## src/rtl/uart_pkg.sv

```systemverilog
// Shared UART constants and elaboration-time helpers, used by uart_tx and
// by the transmit arbiter that feeds it.
package uart_pkg;

    localparam int UART_DATA_BITS  = 8;
    localparam int UART_START_BITS = 1;

    // Arbiter FSM states.
    typedef enum logic {
        IDLE = 1'b0,
        BUSY = 1'b1
    } arb_state_t;

    // Ceiling log2, never less than 1 so that index ports always exist.
    function automatic int clog2(input int value);
        int result;
        result = 0;
        while ((1 << result) < value) begin
            result = result + 1;
        end
        if (result < 1) begin
            result = 1;
        end
        return result;
    endfunction

    // Clock cycles per bit; integer division, matching uart_tx.
    function automatic int bit_cycles(input int freq, input int rate);
        return freq / rate;
    endfunction

    // Clock cycles for a whole frame: start bit, data bits, stop bits.
    function automatic int frame_cycles(input int freq, input int rate, input int stop_bits);
        return bit_cycles(freq, rate) * (UART_START_BITS + UART_DATA_BITS + stop_bits);
    endfunction

endpackage

```

## src/rtl/uart_tx_arb_if.sv

```systemverilog
// Requester-side and uart_tx-side signals of the transmit arbiter.
// The arbiter uses the slave modport; the requester/top side uses master.
interface uart_tx_arb_if
    import uart_pkg::*;
#(
    parameter int N_REQ = 4
);
    localparam int GW = clog2(N_REQ);

    logic [N_REQ-1:0]   req_vld;
    logic [8*N_REQ-1:0] req_data;
    logic [N_REQ-1:0]   req_rdy;
    logic [7:0]         tx_data;
    logic               tx_vld;
    logic [GW-1:0]      grant_id;
    logic               busy;

    modport master (
        output req_vld,
        output req_data,
        input  req_rdy,
        input  tx_data,
        input  tx_vld,
        input  grant_id,
        input  busy
    );

    modport slave (
        input  req_vld,
        input  req_data,
        output req_rdy,
        output tx_data,
        output tx_vld,
        output grant_id,
        output busy
    );

endinterface

```

## src/rtl/uart_tx_arb_rr_pick.sv

```systemverilog
// Combinational round-robin selector: picks the first set request after
// 'last', wrapping around. Generic enough for any shared-resource arbiter.
module rr_pick
    import uart_pkg::*;
#(
    parameter  int N = 4,
    localparam int W = clog2(N)
) (
    input  logic [N-1:0] req,
    input  logic [W-1:0] last,
    output logic [N-1:0] onehot,
    output logic [W-1:0] idx,
    output logic         any
);

    // Scan from the farthest offset back to the nearest so the nearest
    // requester after 'last' overwrites and therefore wins.
    always_comb begin
        idx = '0;
        any = 1'b0;
        for (int k = N; k >= 1; k--) begin
            if (req[(int'(last) + k) % N]) begin
                any = 1'b1;
                idx = W'((int'(last) + k) % N);
            end
        end
    end

    for (genvar gi = 0; gi < N; gi++) begin : g_onehot
        assign onehot[gi] = any && (idx == W'(gi));
    end

endmodule

```

## src/rtl/uart_tx_arb.sv

```systemverilog
// Round-robin arbiter sharing one uart_tx among N_REQ byte producers.
// uart_tx has no busy flag, so the frame is timed here and no byte is
// launched until the previous frame plus one guard cycle has elapsed.
module uart_tx_arb
    import uart_pkg::*;
#(
    parameter int N_REQ     = 4,
    parameter int FREQ      = 50_000_000,
    parameter int RATE      = 2_000_000,
    parameter int STOP_BITS = 1
) (
    input logic         CLK,
    input logic         rst_n,
    uart_tx_arb_if.slave bus
);

    localparam int BIT_CYC   = bit_cycles(FREQ, RATE);
    localparam int FRAME_CYC = frame_cycles(FREQ, RATE, STOP_BITS);
    localparam int CNT_W     = clog2(FRAME_CYC);
    localparam int GW        = clog2(N_REQ);

    if (BIT_CYC < 2) begin : g_bad_rate
        $error("uart_tx_arb: FREQ/RATE must be at least 2");
    end
    if (N_REQ < 2 || N_REQ > 16) begin : g_bad_nreq
        $error("uart_tx_arb: N_REQ must be in 2..16");
    end
    if (STOP_BITS < 1 || STOP_BITS > 2) begin : g_bad_stop
        $error("uart_tx_arb: STOP_BITS must be 1 or 2");
    end

    arb_state_t       state_reg,   state_next;
    logic [CNT_W-1:0] cnt_reg,     cnt_next;
    logic [7:0]       tx_data_reg, tx_data_next;
    logic             tx_vld_reg,  tx_vld_next;
    logic [GW-1:0]    grant_reg,   grant_next;
    logic [GW-1:0]    last_reg,    last_next;
    logic [N_REQ-1:0] rdy_comb;

    logic [N_REQ-1:0] pick_onehot;
    logic [GW-1:0]    pick_idx;
    logic             pick_any;
    logic [7:0]       req_bytes [N_REQ];

    for (genvar gi = 0; gi < N_REQ; gi++) begin : g_bytes
        assign req_bytes[gi] = bus.req_data[8*gi +: 8];
    end

    rr_pick #(
        .N (N_REQ)
    ) u_pick (
        .req    (bus.req_vld),
        .last   (last_reg),
        .onehot (pick_onehot),
        .idx    (pick_idx),
        .any    (pick_any)
    );

    // State and output registers; reset clears everything at once and
    // points 'last' at the top index so requester 0 is favoured first.
    always_ff @(posedge CLK or negedge rst_n) begin
        if (!rst_n) begin
            state_reg   <= IDLE;
            cnt_reg     <= '0;
            tx_data_reg <= '0;
            tx_vld_reg  <= 1'b0;
            grant_reg   <= '0;
            last_reg    <= GW'(N_REQ - 1);
        end else begin
            state_reg   <= state_next;
            cnt_reg     <= cnt_next;
            tx_data_reg <= tx_data_next;
            tx_vld_reg  <= tx_vld_next;
            grant_reg   <= grant_next;
            last_reg    <= last_next;
        end
    end

    // Next-state logic: accept the round-robin winner in IDLE, then count
    // the frame down in BUSY with all requesters held off.
    always_comb begin
        state_next   = state_reg;
        cnt_next     = cnt_reg;
        tx_data_next = tx_data_reg;
        tx_vld_next  = 1'b0;
        grant_next   = grant_reg;
        last_next    = last_reg;
        rdy_comb     = '0;
        case (state_reg)
            IDLE: begin
                rdy_comb = pick_onehot;
                if (pick_any) begin
                    tx_data_next = req_bytes[pick_idx];
                    tx_vld_next  = 1'b1;
                    grant_next   = pick_idx;
                    last_next    = pick_idx;
                    cnt_next     = CNT_W'(FRAME_CYC - 1);
                    state_next   = BUSY;
                end
            end
            BUSY: begin
                if (cnt_reg == '0) begin
                    state_next = IDLE;
                end else begin
                    cnt_next = cnt_reg - CNT_W'(1);
                end
            end
            default: begin
                state_next = IDLE;
            end
        endcase
    end

    assign bus.req_rdy  = rdy_comb;
    assign bus.tx_data  = tx_data_reg;
    assign bus.tx_vld   = tx_vld_reg;
    assign bus.grant_id = grant_reg;
    assign bus.busy     = (state_reg == BUSY);

endmodule

```

## src/flat_wrapper.sv

```systemverilog
// flat-port wrapper written by rule: the top's interface ports become plain ports
module uart_tx_arb_flat import uart_pkg::*;
#(
    parameter int N_REQ     = 4,
    parameter int FREQ      = 50_000_000,
    parameter int RATE      = 2_000_000,
    parameter int STOP_BITS = 1
)
  (CLK, rst_n, bus_req_vld, bus_req_data, bus_req_rdy, bus_tx_data, bus_tx_vld, bus_grant_id, bus_busy);
  uart_tx_arb_if #(.N_REQ(N_REQ)) bus_i ();
  input logic CLK;
  input logic rst_n;
  input wire logic [$bits(bus_i.req_vld)-1:0] bus_req_vld;
  input wire logic [$bits(bus_i.req_data)-1:0] bus_req_data;
  output wire logic [$bits(bus_i.req_rdy)-1:0] bus_req_rdy;
  output wire logic [$bits(bus_i.tx_data)-1:0] bus_tx_data;
  output wire logic [$bits(bus_i.tx_vld)-1:0] bus_tx_vld;
  output wire logic [$bits(bus_i.grant_id)-1:0] bus_grant_id;
  output wire logic [$bits(bus_i.busy)-1:0] bus_busy;
  assign bus_i.req_vld = bus_req_vld;
  assign bus_i.req_data = bus_req_data;
  assign bus_req_rdy = bus_i.req_rdy;
  assign bus_tx_data = bus_i.tx_data;
  assign bus_tx_vld = bus_i.tx_vld;
  assign bus_grant_id = bus_i.grant_id;
  assign bus_busy = bus_i.busy;
  uart_tx_arb #(.N_REQ(N_REQ), .FREQ(FREQ), .RATE(RATE), .STOP_BITS(STOP_BITS)) u_core (.CLK(CLK), .rst_n(rst_n), .bus(bus_i));
endmodule
```

## config.mk

```make
export PLATFORM = sky130hd
export DESIGN_NAME = uart_tx_arb_flat
export DESIGN_NICKNAME = d
export VERILOG_FILES = /design/src/rtl/uart_pkg.sv /design/src/rtl/uart_tx_arb_if.sv /design/src/rtl/uart_tx_arb_rr_pick.sv /design/src/rtl/uart_tx_arb.sv /design/src/flat_wrapper.sv
export SDC_FILE = /design/constraint.sdc
export NUM_CORES = 1
export LEC_CHECK = 0
export ABC_AREA = 1
export BUFFER_PORTS_ARGS = -buffer_cell sky130_fd_sc_hd__buf_2
export CAP_MARGIN = 5
export CORE_MARGIN = 2
export CORE_UTILIZATION = 50
export DETAILED_ROUTE_END_ITERATION = 8
export PLACE_DENSITY = 0.8
export SLEW_MARGIN = 15
export SYNTH_ARGS = -nofsm -noshare
export SYNTH_HDL_FRONTEND = slang
export SYNTH_SLANG_ARGS = --single-unit
```

## constraint.sdc

```tcl
create_clock -name CLK -period 2.31 [get_ports CLK]
set_input_delay 0.1155 -clock CLK [delete_from_list [all_inputs] [get_ports CLK]]
set_output_delay 0.1155 -clock CLK [all_outputs]
set_load 0.02 [all_outputs]
```

==> flow_summary.ini, run 1 <==
[run_status]
run_status = completed

[detailed_routing]
wl_per_cell_um = 11.25
wl_mm = 3.859
drtIter0Drc = 83
num_vias = 1677
viasPerCell = 4.889
drc = 0
first_pass_iters = 4
postRouteAntennaNets = 0

[synth]
syn_area_mm2 = 0.001588
syn_inst = 234
ys_ff_latch = 22
synth_edf_count = 0
synth_warnings = 0
ys_top_cells_by_count = nand2_1, inv_1, nand3_1
synth_flop_cell = dfrtp_1
async_reset_ff_frac = 1.000
synth_top_area_cell = dfrtp_1
syn_nets = 274
synthMostInstantiatedCell = nand2_1
ys_seq_area_frac = 0.3483
yosys-top-cells-area = dfrtp_1, nand2_1, nand3_1
avgSynthCellArea_um2 = 6.785
synth.top_cell.area_share = 0.3152
synth_cell_types = 29

[cells_and_area]
finalNonFillerCells = 343
post-route-util = 0.6736
drive_gt1_frac = 0.3445
nets = 340
diodes = 0
areaGrowthSynthToFinish_pct = 28.45
design_area_mm2 = 0.002039

[pwr]
power.leakage_nw = 1.194
p_per_area_mw_per_mm2 = 376.3
p_total_uw = 767.5
ir_drop_uv = 220.6

[placement]
dpl.cell_count = 328
io_buffers = 53
hpwl_mm = 2.727
pre_cts_ws_ns = 0.2324
place.gp.congestion = 0.8839
placed_area_mm2 = 0.001877

[global_routing]
grt_overflow = 0
antenna_found_initial = 0
grt_first_pass_wirelength_mm = 6.230
grt_max_degree = 28
grt_usage = 0.2234
grt_pass1_vias = 1524

[cts]
clock_latency_ns = 0.31
ctsLongestPathBuffers = 2
numCtsBuffers = 3
cts-htree-levels = 1
clock_sink_count = 22
cts_root_buf = clkbuf_4
clkTransAtPathRegs_ns = 0.12
cts_tree = built

[timing]
layout_min_cycle_time_ns = 2.195
slew_viol_final = 0
finalCritPeriodShare = 0.9504
final_hold_viol_count = 0
setup_slack_ns = 0.1147
slew_headroom = 0.6892
fin_skew_ns = 0.006522
setup_viol = 0
setup_tns_ns = 0
worstMarginPinSlew_ns = 0.4661
fin_hold_ws_ns = 0.1034
max_freq_mhz = 455.5

[worst_setup_path]
r2r_setup_slack_ns = 0.23
crit_fanout = 7
endpoint_kind = output port
crit_path_start_kind = flip-flop
reg2regPathDepth = 12
worstSetupPathType = reg2out
required_ns = 2.19
rr_endpoint = u_core.cnt_reg[6]
cp.arrival_ns = 2.08
r2r_start = u_core.last_reg[0]

[die]
io_pins = 54
dieArea_mm2 = 0.003642
die_w_um = 60.35
core_area_mm2 = 0.003028
row_count = 20
fp.dieH_um = 60.35
start_util = 0.5244

[run]
maxCapViolations = 0

[worst_hold_path]
hold_class = in2reg
holdPathStages = 4
min_to = u_core.bus.tx_data[1]
min-delay-start = bus_req_data[1]
==> repair_timing <==
item | 4_1_cts | 5_1_grt
pin swaps | 0 | 3
endpoints found under the setup margin | 2 | 7
buffers inserted | 2 | 7
gates resized for setup | 1 | 7
endpoints found under the hold margin | 20 | 0
cloned | 0 | 1
hold buffers | 1 | 0
==> area by class of cell <==
| class | instances | area (um2) |
|---|---|---|
| Clock buffer | 4 | 36.28 |
| Multi-Input combinational cell | 164 | 862.1 |
| Tap cell | 44 | 55.05 |
| Fill cell | 280 | 988.4 |
| Timing Repair Buffer | 65 | 362.8 |
| Inverter | 44 | 170.2 |
| Sequential cell | 22 | 553.0 |
==> layer usage <==
layer | global-route usage | up-vias | share of wire
li1 | - | 849 | -
met1 | 0.2758 | 757 | 0.43
met2 | 0.4115 | 65 | 0.50
met3 | 0.01919 | 6 | 0.048
met4 | 0.06984 | 0 | 0.014
met5 | 0 | - | 0
==> worst max-delay path: stages (launching register included) <==
cell	delay [ns]
dfstp_2	0.60
buf_4	0.14
nand2_1	0.06
nand2_2	0.10
nand2_2	0.07
nand2_1	0.06
nand3_1	0.06
nand3_1	0.08
nand2_2	0.05
buf_4	0.16
nor3_2	0.18
buf_2	0.19
==> worst max path at each step <==
stage	start	to	slack (ns)	cells past startpoint
after floorplan	u_core.last_reg[0]	bus_req_rdy[2]	0.25	11
after global placement	u_core.last_reg[0]	u_core.cnt_reg[6]	0.30	11
after detailed placement	u_core.last_reg[0]	u_core.cnt_reg[4]	0.23	11
after CTS	u_core.last_reg[0]	bus_req_rdy[1]	0.04	10
after global routing	u_core.last_reg[0]	bus_req_rdy[1]	-0.003	10
final	u_core.last_reg[0]	bus_req_rdy[2]	0.11	11
==> where the power goes <==
group,leakage (nW),internal (mW),switching [mW]
sequential,0.252,0.392,0.00449
clock,0.0210,0.0964,0.118
combinational,0.921,0.0695,0.0866
==> layout by cell type (no fill, tap or decap) <==
cell and count:
nand3_4 1, nand2_4 3, buf_4 13, nand2_1 65, clkbuf_8 1, dlygate4sd3_1 1, or2_2 7, nor2_4 1
and2_1 1, o21ai_0 8, nor3_1 2, nor2_2 2, nor2_1 10, xor2_1 2, inv_1 40, clkbuf_4 3
or2_0 1, inv_4 2, nand2_2 10, a21oi_1 2, dfrtp_1 20, nand4_1 1, o21ai_2 1, inv_2 2
ha_1 2, o22ai_1 1, nor3_2 2, nand2_8 2, o21bai_1 1, buf_2 51, dfstp_2 2, nand3_1 39
==> logic make-up after synthesis <==
kind of cell             after synthesis  share of synthesized area
AND/OR/NAND/NOR                      146                     0.4445
buffers and inverters                 49                     0.1347
flip-flops                            22                     0.3483
AO/OA/AOI/OAI                         13                    0.04571
XOR/XNOR                               2                    0.01103
adder cells (fa/ha/maj)                2                    0.01576
No activity file was read; power rests on OpenSTA's default activity.
==> run 2: changes to the inputs <==
- ABC_AREA: 1 -> 0
- CORE_UTILIZATION: 50 -> 46
- PLACE_DENSITY: 0.8 -> 0.78
==> run 2 against run 1 <==
Effect of this change: total power grew 31%; highest routed layer unchanged; sequential power grew 34%; clock skew is essentially flat; first-iteration DRC count shrank 60%.
==> flow_summary.ini, run 2 <==
[run_status]
run_status = completed

[synth]
ys_top_cells_by_count = dfrtp_1, mux2i_1, nand2_1
syn_nets = 163
synthMostInstantiatedCell = dfrtp_1
ys_ff_latch = 22
syn_inst = 123
synth_flop_cell = dfrtp_1
synth_cell_types = 27
ys_seq_area_frac = 0.4533
async_reset_ff_frac = 1.000
syn_area_mm2 = 0.001220
avgSynthCellArea_um2 = 9.918
synth.top_cell.area_share = 0.4103
synth_edf_count = 0
synth_top_area_cell = dfrtp_1
yosys-top-cells-area = dfrtp_1, mux2i_1, o221ai_1
synth_warnings = 0

[cells_and_area]
fillers = 207
areaGrowthSynthToFinish_pct = 26.56
final_common_cell = buf_2
nets = 218
diodes = 0
drive_gt1_frac = 0.3672
design_area_mm2 = 0.001544
final_cell_mix = buf_2, dfrtp_1, mux2i_1, nand2_1, a21oi_1

[worst_hold_path]
min_to = u_core.bus.tx_data[4]
holdPathStages = 3
min-delay-start = bus_req_data[20]
hold_class = in2reg

[die]
die_w_um = 55.50
fp.dieH_um = 55.50
dieArea_mm2 = 0.003080
row_count = 18
io_pins = 54
start_util = 0.4880
core_area_mm2 = 0.002500

[detailed_routing]
viasPerCell = 5.633
wl_per_cell_um = 14.23
num_vias = 1166
drtIter0Drc = 33
drc = 0
postRouteAntennaNets = 0
first_pass_iters = 4
wl_mm = 2.945

[pwr]
power.leakage_nw = 0.7872
p_per_area_mw_per_mm2 = 651.7
p_total_mw = 1.006
ir_drop_uv = 485.8

[global_routing]
antenna_found_initial = 0
grt_max_degree = 23
grt_first_pass_wirelength_mm = 5.085
grt_pass1_vias = 1184
grt_overflow = 0
grt_usage = 0.2081

[timing]
finalCritPeriodShare = 0.8931
max_freq_mhz = 484.7
layout_min_cycle_time_ns = 2.063
setup_viol = 0
slew_headroom = 0.6779
final_hold_viol_count = 0
slew_viol_final = 0
fin_skew_ns = 0.006744
rsz0062_at_grt = no
setup_tns_ns = 0
worstMarginPinSlew_ns = 0.4831

[worst_setup_path]
endpoint_kind = output port
r2r_start = u_core.cnt_reg[4]
rr_endpoint = u_core.cnt_reg[4]
path_cells = nand2b_1 > a21oi_1 > o221ai_2 > buf_4 > and3_1 > buf_2
crit_path_start_kind = flip-flop
crit_fanout = 21
cpPeakStageDelay_ns = 0.60
r2r_setup_slack_ns = 0.47
required_ns = 2.19
critPathSlowestCell = dfstp_2
path_buf_inv = 2
reg2regPathDepth = 6
worstSetupPathType = reg2out
cp.arrival_ns = 1.95
critical_path.top_delay_family = flip-flops
crit_cells = 6

[cts]
clkTransAtPathRegs_ns = 0.11
cts-htree-levels = 1
cts_root_buf = clkbuf_4
cts_tree = built
ctsLongestPathBuffers = 2
clock_latency_ns = 0.32
ctsResizeCount = 0
numCtsBuffers = 3
clock_sink_count = 22

[placement]
hpwl_mm = 2.279
place.gp.congestion = 0.8882
io_buffers = 53
placed_area_mm2 = 0.001508

[run]
maxCapViolations = 0
-- run 2: changes by cell type in the layout (fill, tap and decap cells not counted), sizes merged, moves of 5 or more --
| cell | change |
|---|---|
| a21oi | +7 |
| buf | -8 |
| inv | -39 |
| mux2i | +17 |
| nand2 | -63 |
| nand3 | -39 |
| nor2 | -6 |
| nor4 | +5 |
| o21ai | -7 |
| o221ai | +9 |
| or2 | -8 |
-- run 2: worst max-delay path by stage --
stage / endpoint / start
after floorplan: u_core.cnt_reg[7] / u_core.cnt_reg[4]
final: bus_req_rdy[1] / u_core.last_reg[1]
after detailed placement: u_core.cnt_reg[4] / u_core.cnt_reg[4]
after global placement: u_core.cnt_reg[3] / u_core.cnt_reg[4]
after global routing: bus_req_rdy[1] / u_core.last_reg[1]
after CTS: bus_req_rdy[1] / u_core.last_reg[1]
-- run 2: area by class of cell --
cell class | count | area (um2) | area share
well taps | 30 | 37.54 | 0.02431
clock buffers | 4 | 26.28 | 0.01702
flip-flops and latches | 22 | 553.0 | 0.3582
inverters | 5 | 18.77 | 0.01216
repair buffers | 57 | 297.8 | 0.1929
multi-input cells | 89 | 610.6 | 0.3955
-- run 2: worst register-to-register path, stage by stage (launching register included) --
cell     delay (ns)
dfrtp_1        0.42
or3_4          0.42
o41ai_2        0.37
buf_4          0.24
nor4_1         0.07
nor3_1         0.15
a21oi_1        0.07
-- run 2: logic make-up after synthesis --
family                   count (synthesis)  synth area share
AND/OR/NAND/NOR                         44            0.1805
AO/OA/AOI/OAI                           24            0.1456
flip-flops                              22            0.4533
multiplexers                            17            0.1395
buffers and inverters                   12           0.04615
XOR/XNOR                                 2           0.01436
adder cells (fa/ha/maj)                  2           0.02051
-- run 2: timing repair --
item	CTS	global route
buffers inserted	0	0
hold buffers	1	0
endpoints found under the setup margin	0	0
endpoints found under the hold margin	20	0
-- run 2: metal layers --
metal | GRT usage | up-vias | wire length [um]
met5 | 0 | - | 0
met4 | 0.1010 | 0 | 65
met3 | 0.03747 | 7 | 150
met2 | 0.3793 | 33 | 1529
met1 | 0.2299 | 572 | 1200
li1 | - | 554 | -
-- run 2: stage by stage --
stage	instances	hold slack, ns	util	setup slack (ns)
4_1_cts	207	0.1164	0.6176	0.2304
5_1_grt	207	0.1264	0.6176	0.1175
3_3_place_gp	202	0.1022	0.6031	0.5771
6_report	207	0.1060	0.6176	0.2470
3_5_place_dp	202	0.1096	0.6031	0.4962
2_1_floorplan	123	-0.1801	-	0.6592
-- run 2: where the power goes --
group          switching [mW]  internal (mW)
combinational           0.151          0.136
clock                   0.122         0.0678
sequential             0.0721          0.458
total                   0.344          0.662
==> run 3: changes to the inputs <==
- PLACE_DENSITY: 0.78 -> 0.81
==> run 3 against run 2 <==
Effect of this change: worst hold slack got worse by 0.012 ns; count of clock-buffer cells in the layout did not move; core utilization rose by 0.40 points; critical endpoint unchanged; largest cell class unchanged.
==> flow_summary.ini, run 3 (synthesized netlist as in run 2, its figures left out) <==
[cells_and_area]
diodes = 0
post-route-util = 0.6216
final_cell_mix = buf_2, dfrtp_1, mux2i_1, nand2_1, a21oi_1
nets = 218
drive_gt1_frac = 0.3729
design_area_mm2 = 0.001554
final_common_cell = buf_2
fillers = 204
areaGrowthSynthToFinish_pct = 27.38

[run]
maxCapViolations = 0

[detailed_routing]
num_vias = 1150
viasPerCell = 5.556
drc = 0
wl_mm = 2.956
postRouteAntennaNets = 0
wl_per_cell_um = 14.28
drtIter0Drc = 37
first_pass_iters = 4

[die]
die_w_um = 55.50
io_pins = 54
dieArea_mm2 = 0.003080
fp.dieH_um = 55.50
row_count = 18
start_util = 0.4880
core_area_mm2 = 0.002500

[pwr]
pwr-share-comb = 0.273
p_seq_frac = 0.515
p_per_area_mw_per_mm2 = 662.0
p_total_mw = 1.029
power.leakage_nw = 0.7932
ir_drop_uv = 427.2
p_switching_uw = 338.5
p_int_uw = 690.3
switching_share = 0.3290
clockPowerShare = 0.212

[cts]
cts_root_buf = clkbuf_4
numCtsBuffers = 3
cts-htree-levels = 1
cts_tree = built
ctsLongestPathBuffers = 2
clock_latency_ns = 0.32
clock_sink_count = 22
clkTransAtPathRegs_ns = 0.12

[placement]
placed_area_mm2 = 0.001508
io_buffers = 53
place.gp.congestion = 0.8045
pre_cts_ws_ns = 0.4702
hpwl_mm = 2.284

[timing]
max_freq_mhz = 472.4
slew_headroom = 0.6737
finalCritPeriodShare = 0.9163
final_hold_viol_count = 0
setup_viol = 0
rsz0062_at_grt = no
setup_tns_ns = 0
layout_min_cycle_time_ns = 2.117
worstMarginPinSlew_ns = 0.4895
slew_viol_final = 0
fin_skew_ns = 0.006007
setup_slack_ns = 0.1933

[global_routing]
grt_overflow = 0
antenna_found_initial = 0
grt_max_degree = 23
grt_pass1_vias = 1084
grt_usage = 0.2015
grt_first_pass_wirelength_mm = 4.843

[worst_setup_path]
crit_path_start_kind = flip-flop
cp.arrival_ns = 2.00
worstSetupPathType = reg2out
required_ns = 2.19
crit_fanout = 21
endpoint_kind = output port

[run_status]
run_status = completed

[worst_hold_path]
hold_class = in2reg
[run 3: path summary, 6_finish.rpt]
kind | from | slack (ns) | endpoint | depth (start not counted)
max | u_core.last_reg[1] | 0.19 | bus_req_rdy[1] | 6
min | bus_req_data[23] | 0.09 | u_core.bus.tx_data[7] | 3
max reg2reg | u_core.last_reg[1] | 0.46 | u_core.bus.tx_data[5] | 6
min reg2reg | u_core.bus.grant_id[1] | 0.50 | u_core.bus.grant_id[1] | 2
max in group asynchronous | rst_n | 1.68 | u_core.last_reg[0] | 2
min in group asynchronous | rst_n | 0.28 | u_core.bus.busy | 2
[run 3: timing repair]
| action | CTS | global route |
|---|---|---|
| setup buffers | 0 | 0 |
| hold buffers | 1 | 0 |
| hold endpoints to repair | 20 | 0 |
| resized for setup | 0 | 0 |
[run 3: worst max-delay path, stage by stage (launching register included)]
cell and delay, ns:
dfstp_2 0.61, nand2b_1 0.12, a21oi_1 0.08, o221ai_2 0.16, buf_4 0.33, and3_1 0.21, buf_2 0.16
[run 3: final cells by class]
type / count / area [um2] / share of cell area
repair buffers: 57 / 297.8 / 0.1916
multi-input cells: 89 / 610.6 / 0.3929
inverters: 5 / 18.77 / 0.01208
well taps: 30 / 37.54 / 0.02415
flip-flops and latches: 22 / 553.0 / 0.3559
clock buffers: 4 / 36.28 / 0.02335
[run 3: power groups by stage]
stage / registers (mW) / clock network, mW / logic, mW
3_5_place_dp: 0.536 / 0 / 0.282
2_1_floorplan: 0.543 / 0 / 0.171
6_report: 0.530 / 0.218 / 0.281
4_1_cts: 0.528 / 0.228 / 0.285
5_1_grt: 0.541 / 0.240 / 0.316
3_3_place_gp: 0.527 / 0 / 0.268
[run 3: through the flow]
step | std cells | hold WS [ns]
finish | 207 | 0.09403
floorplan | 123 | -0.1801
global route | 207 | 0.1066
detailed placement | 202 | 0.1077
CTS | 207 | 0.08861
global placement | 202 | 0.09945
[run 3: routing by layer]
layer / wire length (um) / GRT usage
met3: 119 / 0.03981
met4: 54 / 0.09756
met5: 0 / 0
met1: 1180 / 0.2251
met2: 1602 / 0.3622
